**src/rtl/stopwatch_ctrl_if.sv**
```systemverilog
// -----------------------------------------------------------------------------
// stopwatch_ctrl_if
// Groups the control-side signals of the stopwatch sequencing controller.
//   master : drives the debounced buttons, ExtTick, ClkSel, Speed and the
//            counter flags; observes the counter commands and the LEDs.
//   slave  : the controller itself.
// Signals:
//   ClearBtn/StopBtn/UpBtn/DownBtn  debounced button levels
//   ExtTick                         debounced external clock level
//   ClkSel                          0 = internal prescaler, 1 = ExtTick
//   Speed[4:0]                      internal tick period = (32-Speed) base pulses
//   AtZero/AtMax                    counter flags (0000 / 9999)
//   Step/Dir/Clear                  counter commands
//   ModeOutput[2:0]                 one-hot mode LEDs {PAUSED, RUN_DOWN, RUN_UP}
//   TickLed                         toggles on every tick
// -----------------------------------------------------------------------------
interface stopwatch_ctrl_if;
  logic       ClearBtn;
  logic       StopBtn;
  logic       UpBtn;
  logic       DownBtn;
  logic       ExtTick;
  logic       ClkSel;
  logic [4:0] Speed;
  logic       AtZero;
  logic       AtMax;
  logic       Step;
  logic       Dir;
  logic       Clear;
  logic [2:0] ModeOutput;
  logic       TickLed;

  modport master (
    output ClearBtn, StopBtn, UpBtn, DownBtn, ExtTick, ClkSel, Speed, AtZero, AtMax,
    input  Step, Dir, Clear, ModeOutput, TickLed
  );

  modport slave (
    input  ClearBtn, StopBtn, UpBtn, DownBtn, ExtTick, ClkSel, Speed, AtZero, AtMax,
    output Step, Dir, Clear, ModeOutput, TickLed
  );
endinterface

```
**src/rtl/stopwatch_ctrl.sv**
```systemverilog
// -----------------------------------------------------------------------------
// stopwatch_ctrl
// Sequencing controller for the 4-digit stopwatch. Turns debounced button
// edges, the speed switches and the tick source select into Step/Dir/Clear
// commands for the BCD counter, and drives the mode and tick LEDs.
// Ports:
//   Clk     system clock (rising edge)
//   nReset  asynchronous active-low reset
//   sw      stopwatch_ctrl_if.slave (buttons, tick source, flags, commands, LEDs)
// Parameters:
//   BASE_DIV  clock cycles per base pulse (>= 2)
//   PRE_W     prescaler width, 2**PRE_W >= BASE_DIV
// -----------------------------------------------------------------------------
module stopwatch_ctrl #(
  parameter int unsigned BASE_DIV = 50000,
  parameter int unsigned PRE_W    = 16
) (
  input  logic               Clk,
  input  logic               nReset,
  stopwatch_ctrl_if.slave    sw
);

  typedef enum logic [1:0] {
    ST_IDLE     = 2'd0,
    ST_RUN_UP   = 2'd1,
    ST_RUN_DOWN = 2'd2,
    ST_PAUSED   = 2'd3
  } state_t;

  localparam logic [PRE_W-1:0] PRE_LAST = PRE_W'(BASE_DIV - 32'd1);

  // Mode LED encoding: one-hot {PAUSED, RUN_DOWN, RUN_UP}, all-zero when idle.
  function automatic logic [2:0] mode_of(input state_t s);
    logic [2:0] m;
    case (s)
      ST_RUN_UP:   m = 3'b001;
      ST_RUN_DOWN: m = 3'b010;
      ST_PAUSED:   m = 3'b100;
      default:     m = 3'b000;
    endcase
    return m;
  endfunction

  // Edge-detect history
  logic clear_prev_q, stop_prev_q, up_prev_q, down_prev_q, ext_prev_q, clksel_prev_q;

  // Time base
  logic [PRE_W-1:0] pre_q, pre_d;
  logic [4:0]       spd_q, spd_d;
  logic [4:0]       spd_limit_s;
  logic             int_tick_s;

  // Control state and registered outputs
  state_t     state_q, state_d;
  logic       dir_q, dir_d;
  logic       dir_o_q;
  logic       step_q, step_d;
  logic       clear_q, clear_d;
  logic [2:0] mode_q;
  logic       led_q, led_d;

  logic clear_e_s, stop_e_s, up_e_s, down_e_s, ext_e_s, tick_s;

  assign clear_e_s = sw.ClearBtn & ~clear_prev_q;
  assign stop_e_s  = sw.StopBtn  & ~stop_prev_q;
  assign up_e_s    = sw.UpBtn    & ~up_prev_q;
  assign down_e_s  = sw.DownBtn  & ~down_prev_q;
  assign ext_e_s   = sw.ExtTick  & ~ext_prev_q;

  assign tick_s = sw.ClkSel ? ext_e_s : int_tick_s;

  // Prescaler and speed counter next state; both held at zero while the
  // external tick is selected and restarted on any ClkSel change.
  always_comb begin
    pre_d       = pre_q;
    spd_d       = spd_q;
    int_tick_s  = 1'b0;
    spd_limit_s = 5'd31 - sw.Speed;
    if (sw.ClkSel || (sw.ClkSel != clksel_prev_q)) begin
      pre_d = '0;
      spd_d = 5'd0;
    end else if (pre_q == PRE_LAST) begin
      pre_d = '0;
      // ">=" so a count left above a freshly lowered limit wraps on this pulse
      if (spd_q >= spd_limit_s) begin
        spd_d      = 5'd0;
        int_tick_s = 1'b1;
      end else begin
        spd_d = spd_q + 5'd1;
      end
    end else begin
      pre_d = pre_q + PRE_W'(1);
    end
  end

  // Command decode: only the highest-priority edge acts; a tick only steps
  // the counter in a cycle free of command edges.
  always_comb begin
    state_d = state_q;
    dir_d   = dir_q;
    step_d  = 1'b0;
    clear_d = 1'b0;
    led_d   = led_q ^ tick_s;
    if (clear_e_s) begin
      clear_d = 1'b1;
      state_d = ST_IDLE;
      dir_d   = 1'b1;
    end else if (stop_e_s) begin
      case (state_q)
        ST_RUN_UP,
        ST_RUN_DOWN: state_d = ST_PAUSED;
        ST_PAUSED:   state_d = dir_q ? ST_RUN_UP : ST_RUN_DOWN;
        ST_IDLE:     state_d = ST_RUN_UP;
        default:     state_d = ST_IDLE;
      endcase
    end else if (up_e_s) begin
      dir_d   = 1'b1;
      state_d = ST_RUN_UP;
    end else if (down_e_s) begin
      dir_d = 1'b0;
      if (sw.AtZero) begin
        state_d = ST_PAUSED;
      end else begin
        state_d = ST_RUN_DOWN;
      end
    end else if (tick_s) begin
      // Terminal flags pause instead of letting the counter wrap
      case (state_q)
        ST_RUN_UP: begin
          if (sw.AtMax) begin
            state_d = ST_PAUSED;
          end else begin
            step_d = 1'b1;
          end
        end
        ST_RUN_DOWN: begin
          if (sw.AtZero) begin
            state_d = ST_PAUSED;
          end else begin
            step_d = 1'b1;
          end
        end
        default: state_d = state_q;
      endcase
    end else begin
      state_d = state_q;
    end
  end

  // Edge-detect history registers
  always_ff @(posedge Clk or negedge nReset) begin
    if (!nReset) begin
      clear_prev_q  <= 1'b0;
      stop_prev_q   <= 1'b0;
      up_prev_q     <= 1'b0;
      down_prev_q   <= 1'b0;
      ext_prev_q    <= 1'b0;
      clksel_prev_q <= 1'b0;
    end else begin
      clear_prev_q  <= sw.ClearBtn;
      stop_prev_q   <= sw.StopBtn;
      up_prev_q     <= sw.UpBtn;
      down_prev_q   <= sw.DownBtn;
      ext_prev_q    <= sw.ExtTick;
      clksel_prev_q <= sw.ClkSel;
    end
  end

  // Time base registers
  always_ff @(posedge Clk or negedge nReset) begin
    if (!nReset) begin
      pre_q <= '0;
      spd_q <= 5'd0;
    end else begin
      pre_q <= pre_d;
      spd_q <= spd_d;
    end
  end

  // State, direction and registered outputs. The internal Dir register
  // starts at 1 while the Dir output starts at 0 and follows it one edge later.
  always_ff @(posedge Clk or negedge nReset) begin
    if (!nReset) begin
      state_q <= ST_IDLE;
      dir_q   <= 1'b1;
      dir_o_q <= 1'b0;
      step_q  <= 1'b0;
      clear_q <= 1'b0;
      mode_q  <= 3'b000;
      led_q   <= 1'b0;
    end else begin
      state_q <= state_d;
      dir_q   <= dir_d;
      dir_o_q <= dir_d;
      step_q  <= step_d;
      clear_q <= clear_d;
      mode_q  <= mode_of(state_d);
      led_q   <= led_d;
    end
  end

  assign sw.Step       = step_q;
  assign sw.Dir        = dir_o_q;
  assign sw.Clear      = clear_q;
  assign sw.ModeOutput = mode_q;
  assign sw.TickLed    = led_q;

endmodule

```
**src/flat_wrapper.sv**
```systemverilog
// flat-port wrapper written by rule: the top's interface ports become plain ports
module stopwatch_ctrl_flat 
#(
  parameter int unsigned BASE_DIV = 50000,
  parameter int unsigned PRE_W    = 16
)
  (Clk, nReset, sw_ClearBtn, sw_StopBtn, sw_UpBtn, sw_DownBtn, sw_ExtTick, sw_ClkSel, sw_Speed, sw_AtZero, sw_AtMax, sw_Step, sw_Dir, sw_Clear, sw_ModeOutput, sw_TickLed);
  stopwatch_ctrl_if sw_i ();
  input  logic Clk;
  input  logic nReset;
  input wire logic [$bits(sw_i.ClearBtn)-1:0] sw_ClearBtn;
  input wire logic [$bits(sw_i.StopBtn)-1:0] sw_StopBtn;
  input wire logic [$bits(sw_i.UpBtn)-1:0] sw_UpBtn;
  input wire logic [$bits(sw_i.DownBtn)-1:0] sw_DownBtn;
  input wire logic [$bits(sw_i.ExtTick)-1:0] sw_ExtTick;
  input wire logic [$bits(sw_i.ClkSel)-1:0] sw_ClkSel;
  input wire logic [$bits(sw_i.Speed)-1:0] sw_Speed;
  input wire logic [$bits(sw_i.AtZero)-1:0] sw_AtZero;
  input wire logic [$bits(sw_i.AtMax)-1:0] sw_AtMax;
  output wire logic [$bits(sw_i.Step)-1:0] sw_Step;
  output wire logic [$bits(sw_i.Dir)-1:0] sw_Dir;
  output wire logic [$bits(sw_i.Clear)-1:0] sw_Clear;
  output wire logic [$bits(sw_i.ModeOutput)-1:0] sw_ModeOutput;
  output wire logic [$bits(sw_i.TickLed)-1:0] sw_TickLed;
  assign sw_i.ClearBtn = sw_ClearBtn;
  assign sw_i.StopBtn = sw_StopBtn;
  assign sw_i.UpBtn = sw_UpBtn;
  assign sw_i.DownBtn = sw_DownBtn;
  assign sw_i.ExtTick = sw_ExtTick;
  assign sw_i.ClkSel = sw_ClkSel;
  assign sw_i.Speed = sw_Speed;
  assign sw_i.AtZero = sw_AtZero;
  assign sw_i.AtMax = sw_AtMax;
  assign sw_Step = sw_i.Step;
  assign sw_Dir = sw_i.Dir;
  assign sw_Clear = sw_i.Clear;
  assign sw_ModeOutput = sw_i.ModeOutput;
  assign sw_TickLed = sw_i.TickLed;
  stopwatch_ctrl #(.BASE_DIV(BASE_DIV), .PRE_W(PRE_W)) u_core (.Clk(Clk), .nReset(nReset), .sw(sw_i));
endmodule
```
**config.mk**
```make
export PLATFORM = sky130hd
export DESIGN_NAME = stopwatch_ctrl_flat
export DESIGN_NICKNAME = d
export VERILOG_FILES = /design/src/rtl/stopwatch_ctrl_if.sv /design/src/rtl/stopwatch_ctrl.sv /design/src/flat_wrapper.sv
export SDC_FILE = /design/constraint.sdc
export NUM_CORES = 1
export LEC_CHECK = 0
export CORE_UTILIZATION = 47
export DETAILED_ROUTE_END_ITERATION = 6
export GPL_ROUTABILITY_DRIVEN = 0
export PLACE_DENSITY = 0.68
export SKIP_CTS_REPAIR_TIMING = 1
export SKIP_LAST_GASP = 1
export SYNTH_ARGS = -nofsm -noshare
export SYNTH_HDL_FRONTEND = slang
export SYNTH_SLANG_ARGS = --single-unit
```
**constraint.sdc**
```tcl
create_clock -name Clk -period 3 [get_ports Clk]
set_clock_uncertainty 0.2 [all_clocks]
set_input_delay 0.3 -clock Clk [delete_from_list [all_inputs] [get_ports Clk]]
set_output_delay 0.3 -clock Clk [all_outputs]
set_load 0.005 [all_outputs]
```
---- Word level (Yosys, flattened, before mapping) ----
Index checks and enable logic that the tools add are counted.
W data, S select, Z words.
word-level totals
  bits in registers ....................... 37
  input port bits ......................... 15
  output and inout port bits .............. 7
  logic and storage cells ................. 76
operators by class
  add/sub/neg operators ................... 3
  $lt $le $gt $ge ......................... 1
  eq/ne operators ......................... 8
  mux-type cells .......................... 34
  bitwise logic cells ..................... 11
  reductions and logical operators ........ 4
operators by type and width
  operator                 count
  $mux W16                 2
  $mux W1                  17
  $add A16 B1 Y16 const B  1
  $eq A16 B16 Y1 const B   1
  $mux W2                  8
  $mux W5                  3
  $pmux W3 S3              1
  $eq A2 B2 Y1 const B     4
  $pmux W2 S3              1
  $add A5 B1 Y5 const B    1
  $and A1 B1 Y1            5
  $ge A5 B5 Y1             1
  $not A1 Y1               5
  $sub A5 B5 Y5 const A    1
  $eq A2 B1 Y1 const B     2
  $pmux W2 S2              1
  $logic_not A2 Y1         1
  $pmux W1 S2              1
  $reduce_bool A2 Y1       1
  $reduce_or A2 Y1         1
  $logic_or A1 B1 Y1       1
  $ne A1 B1 Y1             1
  $xor A1 B1 Y1            1

---- Longest topological paths before layout ----
  depth after elaboration ................. 13
  depth in mapped cells ................... 10
  gate-level depth less buffers ........... 10

---- Least setup slack after synthesis ----
No wires, ideal clock.
  path type ............................... flip-flop to flip-flop
  start point ............................. register u_core.pre_q[0]
  end point ............................... register u_core.mode_q[0], in the netlist u_core.sw.ModeOutput[0]
  library setup time ...................... 116 ps
  arrival time ............................ 1837 ps
  data required time ...................... 2684 ps
  setup slack ............................. 847 ps
  stages on the path, launching flop included .. 11
  buffers on the path ..................... 1
  clock period less this slack ............ 2153 ps
  cells stage by stage .................... dfrtp_1 > ha_1 > and3_1 > and4_1 > buf_6 > and3_4 > a22oi_4 > mux2i_1 > nand3_2 > inv_2 > nor2_1
between the ends
  cells in the longest elaborated chain, start to end .. 11
  elaborated cells between the ends (all ways) .. 13
  those cells by class .................... eq/ne: 4; mux: 9
ends and longest elaborated chain
  item                                                 RTL line               RTL
  start, declared                                      stopwatch_ctrl.sv:48   logic [PRE_W-1:0] pre_q, pre_d;
  start signal, assigned                               stopwatch_ctrl.sv:175  pre_q <= pre_d;
  $eq A16 B16 Y1 *                                     stopwatch_ctrl.sv:82   end else if (pre_q == PRE_LAST) begin
  $mux W1 *                                            stopwatch_ctrl.sv:82
  $mux W1 *                                            stopwatch_ctrl.sv:79   if (sw.ClkSel || (sw.ClkSel != clksel_prev_q)) begin
  $mux W1 *                                            stopwatch_ctrl.sv:70   assign tick_s = sw.ClkSel ? ext_e_s : int_tick_s;
  $mux W2 *                                            stopwatch_ctrl.sv:126  end else if (tick_s) begin
  $mux W2 *                                            stopwatch_ctrl.sv:119  end else if (down_e_s) begin
  $mux W2 *                                            stopwatch_ctrl.sv:116  end else if (up_e_s) begin
  $mux W2 *                                            stopwatch_ctrl.sv:108  end else if (stop_e_s) begin
  $mux W2 *                                            stopwatch_ctrl.sv:104  if (clear_e_s) begin
  named net u_core.state_d[1]                          stopwatch_ctrl.sv:54   state_t state_q, state_d;
  $eq A2 B2 Y1 / $eq A2 B1 Y1 (equally long branches)  stopwatch_ctrl.sv:35   case (s)
  $pmux W3 S3 *                                        stopwatch_ctrl.sv:35
  end signal, assigned                                 stopwatch_ctrl.sv:197  mode_q <= mode_of(state_d);
  end, declared                                        stopwatch_ctrl.sv:59   logic [2:0] mode_q;
The timed path passes the listed nets; every way through them passes the cells marked *.
A chain may end at the register's enable or synchronous reset.

---- Worst setup path in the final report ----
  start point ............................. input sw_Speed[0]
  end point ............................... register u_core.mode_q[1], in the netlist u_core.sw.ModeOutput[1]
between the ends
  cells in the longest elaborated chain, start to end .. 13
  elaborated cells between the ends (all ways) .. 15
  those cells by class .................... add/sub: 1; order compare: 1; eq/ne: 3; mux: 10
ends and longest elaborated chain
  item                                                 RTL line               RTL
  start, declared                                      flat_wrapper.sv:17     input wire logic [$bits(sw_i.Speed)-1:0] sw_Speed;
  $sub A5 B5 Y5 *                                      stopwatch_ctrl.sv:78   spd_limit_s = 5'd31 - sw.Speed;
  $ge A5 B5 Y1 *                                       stopwatch_ctrl.sv:85   if (spd_q >= spd_limit_s) begin
  $mux W1 *                                            stopwatch_ctrl.sv:85
  $mux W1 *                                            stopwatch_ctrl.sv:82
  $mux W1 *                                            stopwatch_ctrl.sv:79
  $mux W1 *                                            stopwatch_ctrl.sv:70
  $mux W2 *                                            stopwatch_ctrl.sv:126
  $mux W2 *                                            stopwatch_ctrl.sv:119
  $mux W2 *                                            stopwatch_ctrl.sv:116
  $mux W2 *                                            stopwatch_ctrl.sv:108
  $mux W2 *                                            stopwatch_ctrl.sv:104
  named net u_core.state_d[0]                          stopwatch_ctrl.sv:54
  $eq A2 B2 Y1 / $eq A2 B1 Y1 (equally long branches)  stopwatch_ctrl.sv:35
  $pmux W3 S3 *                                        stopwatch_ctrl.sv:35
Marked as above.

==> results.py <==
metrics = {
    "clock_network": {
        "path_clk_slew_ns": 0.07,
        "cts_buffers": 5,
        "clock_path_buffers": 2,
        "clock_tree.root_cell": "clkbuf_8",
        "cts.sinks": 37,
        "cts_tree": "built",
        "insertion_delay_ns": 0.28,
        "htreeDepth": 2,
    },
    "logic_synthesis": {
        "ys_types": 44,
        "synth_edf_count": 0,
        "synth_fp_nets": 202,
        "synth-seq-cells": 37,
        "postSynthCellCount": 176,
        "async_flop_share": 1.000,
        "avgSynthCellArea_sq_um": 10.46,
        "yosysWarnings": 0,
        "synth_flop_cell": "dfrtp_1",
        "synth_seq_area_share": 0.5037,
        "syn_area_sq_um": 1841,
        "synth_top_cells_by_area": "dfrtp_1 (49%), ha_1 (7.5%), xnor2_1 (5.2%), nor2_1 (5.1%), xor2_1 (3.3%)",
        "synth_top_area_frac": 0.4895,
        "yosysTopAreaCell": "dfrtp_1",
    },
    "pwr": {
        "power_density_nw_per_um2": 477.3,
        "p_leak_nw": 1.044,
        "total_power_w": 0.001044,
        "irDropWorstVdd_mv": 0.3411,
    },
    "detailed_routing": {
        "wirelength_mm": 3.199,
        "antenna_left": 0,
        "wl_per_cell_um": 12.69,
        "vias_per_cell": 5.091,
        "dr.pass1.iters": 4,
        "drt_iter0_drc": 77,
        "vias": 1283,
        "drc": 0,
    },
    "sta": {
        "worstMarginPinSlew_ns": 0.4593,
        "rsz0062_at_grt": "false",
        "drv_slew": 0,
        "setup_viol": 0,
        "fin_crit_sh": 0.7728,
        "final.setup.tns_ns": 0,
        "slew_headroom": 0.6938,
        "finalHoldViolations": 0,
        "max_freq_mhz": 431.3,
        "period_needed_ns": 2.318,
    },
    "critical_path": {
        "critPathKind": "input pin to register",
        "required_ns": 3.01,
        "crit_fanout": 4,
        "arrival_ns": 2.33,
        "endpoint_kind": "register",
        "startpoint_type": "input pin",
        "reg2reg_depth": 9,
    },
    "die": {
        "fp-row-count": 22,
        "num_io_pins": 22,
        "initial_utilization": 0.4953,
        "die_h_um": 64.58,
        "coreArea_sq_um": 3716,
        "die_x_um": 64.58,
        "die-area_sq_um": 4170,
    },
    "layout": {
        "post_route_cells_drive_above_1_share": 0.1127,
        "antenna_cells": 0,
        "num-nets-final": 229,
        "syn_to_final_growth_pct": 18.83,
    },
    "global_routing": {
        "overflow": 0,
        "antenna_found_initial": 0,
        "first_global_vias": 1319,
        "grt_max_degree": 38,
        "grt_pass1_wl_mm": 5.692,
        "grtUsageTotal": 0.1795,
    },
    "status": {
        "status": "finished clean",
    },
    "placement": {
        "dp_hpwl_mm": 2.369,
        "placement.io_buffers": 21,
    },
    "worst_hold_path": {
        "hold_path.class": "input pin to async pin",
    },
    "job": {
        "drv_cap": 0,
    },
}
## through the flow
stage | hold WS (ns) | utilization | setup WS (ns) | cell area, sq um | instances
final | 0.2303 | 0.5886 | 0.6816 | 2187 | 252
after global routing | 0.2763 | 0.5886 | 0.5371 | 2187 | 252
after CTS | 0.2609 | 0.5886 | 0.6679 | 2187 | 252
after detailed placement | 0.2495 | 0.5663 | 0.3739 | 2105 | 244
after global placement | 0.2378 | 0.5663 | 0.4931 | 2105 | 244
after floorplan | -0.1956 | - | 0.8468 | 1841 | 176
## kinds of logic after synthesis
family | synth area share
buf+inv | 0.03603
simple gates | 0.2135
xor+xnor | 0.08566
compound gates | 0.08091
flops | 0.5037
mux | 0.005439
fa+ha+maj | 0.07478
## report_power, final
| part | internal, W | switching [W] |
|---|---|---|
| registers | 0.000528 | 0.0000179 |
| clock network | 0.000161 | 0.000164 |
| logic | 0.0000890 | 0.0000839 |
| total | 0.000778 | 0.000266 |
## registers in the layout (all words and copies together), names as in the netlist, 2 cells and up
| name | flops |
|---|---|
| u_core.state_q | 2 |
| u_core.spd_q | 5 |
| u_core.pre_q | 16 |
| u_core.sw.ModeOutput | 3 |
## cell usage after synthesis, drive strengths merged (2+ instances only)
library cell and count:
a21oi 2, a22oi 2, and3 8, buf 3, dfrtp 36, ha 11
inv 12, nand2 13, nand2b 5, nand3 6, nand4 2, nor2 25
nor3 6, nor4 2, o21ai 6, xnor2 11, xor2 7
## routing by layer
metal / vias to the layer above / part of all wire / GRT usage
met2: 21 / 0.48 / 0.3026
met1: 610 / 0.47 / 0.2244
li1: 647 / - / -
met4: 0 / 0.013 / 0.06667
met5: - / 0 / 0
met3: 5 / 0.038 / 0.04049
## final timing paths
path,from,to,slack [ns]
max in group asynchronous,nReset,u_core.dir_q,2.01
min in group Clk,u_core.clksel_prev_q,u_core.pre_q[2],0.26
setup reg to reg,u_core.pre_q[0],u_core.sw.ModeOutput[0],0.70
setup / recovery,sw_Speed[0],u_core.sw.ModeOutput[1],0.68
hold reg to reg,u_core.clksel_prev_q,u_core.pre_q[2],0.26
hold / removal,nReset,u_core.spd_q[3],0.23
## area by class of cell
| type | instances | area [sq um] |
|---|---|---|
| Inverter | 12 | 45.04 |
| Sequential cell | 37 | 927.1 |
| Timing Repair Buffer | 23 | 225.2 |
| Multi-Input combinational cell | 124 | 847.1 |
| Clock buffer | 6 | 72.57 |
| Fill cell | 340 | 1529 |
| Tap cell | 48 | 60.06 |
| Clock inverter | 2 | 10.01 |
## critical path, stage by stage
cell	delay, ns
clkdlybuf4s50_1	0.45
inv_1	0.04
ha_1	0.27
nand2b_1	0.13
a31oi_1	0.21
o21ai_2	0.14
a31o_2	0.23
o21ai_0	0.21
o32a_2	0.21
inv_2	0.04
nor2_1	0.09
## placed cells by master, fill, tap and decap left out, types with 2 or more instances in the layout
cell type         n
dfrtp_1          36
nand3_1           5
inv_1            10
clkinv_2          2
nor2_1           25
clkdlybuf4s50_1  21
inv_2             2
clkbuf_8          5
ha_1             11
a21oi_1           2
nand4_1           2
nand2b_1          5
xnor2_1          11
and3_2            2
nand2_1          13
nor3_1            5
and3_1            5
o21ai_0           5
nor4_1            2
xor2_1            7
buf_4             2
Note: power is estimated with default switching activity, not from simulation.
==> RTL edit 1, RTL diff (config.mk and constraints unchanged) <==
`PRE_W` is set to 16 in 2 places; all go to 32.
--- a/src/rtl/stopwatch_ctrl.sv
+++ b/src/rtl/stopwatch_ctrl.sv
@@ -13,7 +13,7 @@
 // -----------------------------------------------------------------------------
 module stopwatch_ctrl #(
   parameter int unsigned BASE_DIV = 50000,
-  parameter int unsigned PRE_W    = 16
+  parameter int unsigned PRE_W    = 32
 ) (
   input  logic               Clk,
   input  logic               nReset,
--- a/src/flat_wrapper.sv
+++ b/src/flat_wrapper.sv
@@ -2,7 +2,7 @@
 module stopwatch_ctrl_flat 
 #(
   parameter int unsigned BASE_DIV = 50000,
-  parameter int unsigned PRE_W    = 16
+  parameter int unsigned PRE_W    = 32
 )
   (Clk, nReset, sw_ClearBtn, sw_StopBtn, sw_UpBtn, sw_DownBtn, sw_ExtTick, sw_ClkSel, sw_Speed, sw_AtZero, sw_AtMax, sw_Step, sw_Dir, sw_Clear, sw_ModeOutput, sw_TickLed);
   stopwatch_ctrl_if sw_i ();
Formal check against the unedited RTL: no difference found for any inputs over 10 cycles, from zero or initial values and one cycle with nReset low; that may be too few to reach the edited logic, so the function may still have changed.
==> RTL edit 1 against the original RTL <==
Sequential power up 40%; wire length up 46%; sequential cell count up 16; non-clock buffer count up 1; worst setup slack worse by 0.34 ns; largest power group unchanged; total power up 26%; area after synthesis up 43%; critical path depth down 2; via count up 46%; final area up 38%.
==> RTL edit 1: results (changes against the original RTL) <==
| Metric | Value |
|---|---|
| Status | `complete, no violations` |
| Crit. Startpoint | `u_core.pre_q[0]$_DFF_PN0_` |
| Crit path arrival time | `2.64 ns (+0.31 ns)` |
| Share of cells above drive strength 1 | `7.343% (-3.9 points)` |
| Sequential Power Share | `57.9% (+5.6 points)` |
| GRT met3 Usage | `4.643% (+0.59 points)` |
| WHS | `0.2771 ns (+0.04685 ns)` |
| Max IR drop VDD | `0.3064 mV (-10%)` |
| Worst-Margin Slew | `0.6473 ns (+0.1879 ns)` |
| WL met2 | `2269 um (+48%)` |
| Clock-net power | `385 uW (+18%)` |
| Clk tree area frac | `2.867% (-0.91 points)` |
| Fill count | `470 (+38%)` |
| Sw Share | `23.22% (-2.2 points)` |
| Sequential cell area | `0.001328 mm^2 (+43%)` |
| Invs w/o clock | `15 (+3)` |
| Placement-stage cell area | `0.002915 mm^2 (+39%)` |
| Critical path fanouts, max | `6 (+2)` |
| Met2 Usage GRT | `29.82% (-0.44 points)` |
| Worst stage delay on the critical path | `0.50 ns (+0.05 ns)` |
| Via Count | `1,870 (+46%)` |
| Layout clock buffers | `7 (+1)` |
| Finished Layout Cells | `356 (+41%)` |
| Routed wl met3 | `152 um (+27%)` |
| Iter 0 DRT Violations | `82 (+6.5%)` |
| Cell variety after synth | `42 (-4.5%)` |
| Critical path's top delay family | `simple AND/OR/NAND/NOR gates` |
| CP max stage cell | `or4_4` |
| Lkg Pwr | `1.305 nW (+25%)` |
| R2R setup slack | `0.34 ns (-0.36 ns)` |
| Met1 WL | `2203 um (+47%)` |
| Mean area per synthesized cell | `10.10 um^2 (-3.4%)` |
RTL edit 1: cell types whose count changed in the layout (fill, tap and decap cells not counted), moves of 3 or more:
cell and delta:
nand3_1 +10, and2_1 +5, nand4_1 +7, nor2_1 +14
nor4_1 +4, and3_1 +3, o22ai_1 +3, xor2_1 +10
xnor2_1 +4, dfrtp_1 +16, inv_1 +4, nor3_1 -3
RTL edit 1: cell families after synthesis:
| family | after synthesis | share of synthesized area [%] |
|---|---|---|
| compound gates | 23 | 5.506 |
| flops | 53 | 50.36 |
| simple gates | 120 | 24.68 |
| buf+inv | 21 | 3.227 |
| fa+ha+maj | 11 | 5.221 |
| mux | 1 | 0.3797 |
| xor+xnor | 32 | 10.63 |
RTL edit 1: per-stage QoR:
step | utilization, % | setup WS [ns]
2_1_floorplan | - | 0.6931
3_3_place_gp | 55.66 | 0.2718
3_5_place_dp | 55.66 | 0.1577
4_1_cts | 57.31 | 0.3612
5_1_grt | 57.50 | 0.2260
6_report | 57.50 | 0.3447
==> RTL edit 2, RTL diff (config.mk and constraints unchanged) <==
Without the edit above. Encoding of `state_t`: now Gray code (2 bits for 4 states).
--- a/src/rtl/stopwatch_ctrl.sv
+++ b/src/rtl/stopwatch_ctrl.sv
@@ -21,10 +21,10 @@
 );
 
   typedef enum logic [1:0] {
-    ST_IDLE     = 2'd0,
-    ST_RUN_UP   = 2'd1,
-    ST_RUN_DOWN = 2'd2,
-    ST_PAUSED   = 2'd3
+    ST_IDLE     = 2'b00,
+    ST_RUN_UP   = 2'b01,
+    ST_RUN_DOWN = 2'b11,
+    ST_PAUSED   = 2'b10
   } state_t;
 
   localparam logic [PRE_W-1:0] PRE_LAST = PRE_W'(BASE_DIV - 32'd1);
Check against the original RTL: no difference found for any inputs over 10 cycles, from zero or initial values and one cycle with nReset low; not proved beyond that.
==> RTL edit 2 against the original RTL <==
Synthesized cell count down 8.5%; register-to-register slack got worse by 0.06 ns; global-route usage decreased by 0.18 points; sequential share of layout area is 1.6 points higher; total power rose by 3.7%; largest power group unchanged; largest cell class unchanged; area after synthesis down 5.8%; cell count fell by 6.3%; wire length shrank 2.7%; non-clock buffer count did not move; sequential cell count did not move; clock power up 28%; worst setup slack lost 0.037 ns; final area fell by 3.6%.
==> RTL edit 2: results (changes against the original RTL) <==
| Metric | Value |
|---|---|
| Crit path arrival time | `2.33 ns (about the same)` |
| Critical setup path kind | `flip-flop to flip-flop` |
| Synth Net Count | `183 (-9.4%)` |
| Critical path fanouts, max | `18 (+14)` |
| Vias in the first global route | `1,234 (-6.4%)` |
| Synth area leaders | `dfrtp_1 (52%), xor2_1 (6.6%), nor2_1 (6.1%), ha_1 (5.1%), nand2_1 (2.4%)` |
| Max IR drop VDD | `0.3410 mV (about the same)` |
| Share of cells above drive strength 1 | `8.947% (-2.3 points)` |
| Fin nets | `211 (-7.9%)` |
| Total GRT Usage | `17.77% (-0.18 points)` |
| Status | `complete, no violations` |
| WL met2 | `1438 um (-6.5%)` |
| Worst-path clk slew | `0.08 ns` |
| First-pass GRT wire length | `5368 um (-5.7%)` |
| Iter 0 DRT Violations | `34 (-56%)` |
| DR pass1 iterations | `4 (unchanged)` |
| Met1 WL | `1520 um (+1.4%)` |
| Worst R2R Start | `u_core.pre_q[5]$_DFF_PN0_` |
| Worst rel slew slack | `69.82% (+0.44 points)` |
| Routed wl met3 | `79 um (-34%)` |
| CP endpoint | `u_core.spd_q[2]$_DFFE_PN0P_` |
| Worst reg-to-reg path cell count | `7 (-2)` |
| R2R setup slack | `0.64 ns (-0.06 ns)` |
| Top post-synthesis cells by count | `dfrtp_1 (36), nor2_1 (28), xor2_1 (13)` |
| Vias per cell | `5.208 (+2.3%)` |
| Sequential cell area fraction in the yosys report | `53.46% (+3.1 points)` |
| Detailed Route WL | `3113 um (-2.7%)` |
| Lkg Pwr | `0.9354 nW (-10%)` |
| Fill count | `283 (-17%)` |
| Total CTS buffers | `5 (unchanged)` |
| Hpwl dp | `2201 um (-7.1%)` |
| Cell variety after synth | `37 (-16%)` |
-- RTL edit 2: cell count changes in the layout (fill, tap and decap cells not counted), sizes merged, moves of 3 or more --
cell | before | now
and3 | 8 | 1
xnor2 | 11 | 4
nor3 | 6 | 0
xor2 | 7 | 13
inv | 12 | 7
ha | 11 | 7
nor2 | 25 | 29
nor2b | 1 | 5
nand4 | 2 | 5
-- RTL edit 2: power by group --
group,switching [mW],internal [mW],total [mW]
clock network,0.170,0.247,0.416
logic,0.0536,0.0677,0.121
registers,0.0168,0.528,0.545
total,0.240,0.842,1.08
-- RTL edit 2: how the worst min path moves through the flow --
stage	cells after the start	end
floorplan	0	u_core.clear_prev_q$_DFF_PN0_
global placement	1	u_core.sw.Clear$_DFF_PN0_
detailed placement	1	u_core.sw.Clear$_DFF_PN0_
CTS	2	u_core.sw.ModeOutput[1]$_DFF_PN0_
global route	1	u_core.clear_prev_q$_DFF_PN0_
finish	2	u_core.sw.ModeOutput[1]$_DFF_PN0_
-- RTL edit 2: cells by family (layout without fill, tap and decap cells) --
logic type,after synthesis,after routing,synth area share [%]
xor+xnor,17,17,8.586
mux,1,1,0.5772
simple gates,74,74,23.74
buf+inv,9,38,2.453
flops,37,37,53.46
fa+ha+maj,7,7,5.050
compound gates,16,16,6.133
-- RTL edit 2: routing by layer --
metal	vias to the layer above	GRT usage, %
li1	603	-
met1	600	22.84
met2	18	28.13
met3	8	3.650
met4	0	9.593
met5	-	0
-- RTL edit 2: critical path, stage by stage, from the launching register on --
cell      delay [ns]
dfrtp_1         0.42
or4b_4          0.56
nor4_4          0.31
nand2b_1        0.22
buf_4           0.25
nand2_1         0.09
xor2_1          0.13
nor2_1          0.05
-- RTL edit 2: through the flow --
stage / setup slack, ns / area, um^2 / instances / hold slack (ns)
finish: 0.6442 / 2108 / 236 / 0.2145
global route: 0.4819 / 2108 / 236 / 0.2702
CTS: 0.6394 / 2108 / 236 / 0.2303
global placement: 0.5757 / 2001 / 228 / 0.2413
detailed placement: 0.5221 / 2001 / 228 / 0.2494
floorplan: 0.8871 / 1734 / 161 / -0.1956
-- RTL edit 2: final cells by class --
class	instances	area [um^2]	area share [%]
Clock buffer	6	72.57	3.442
Clock inverter	2	35.03	1.662
Inverter	7	26.28	1.246
Multi-Input combinational cell	115	764.5	36.26
Sequential cell	37	927.1	43.98
Tap cell	46	57.56	2.730
Timing Repair Buffer	23	225.2	10.68
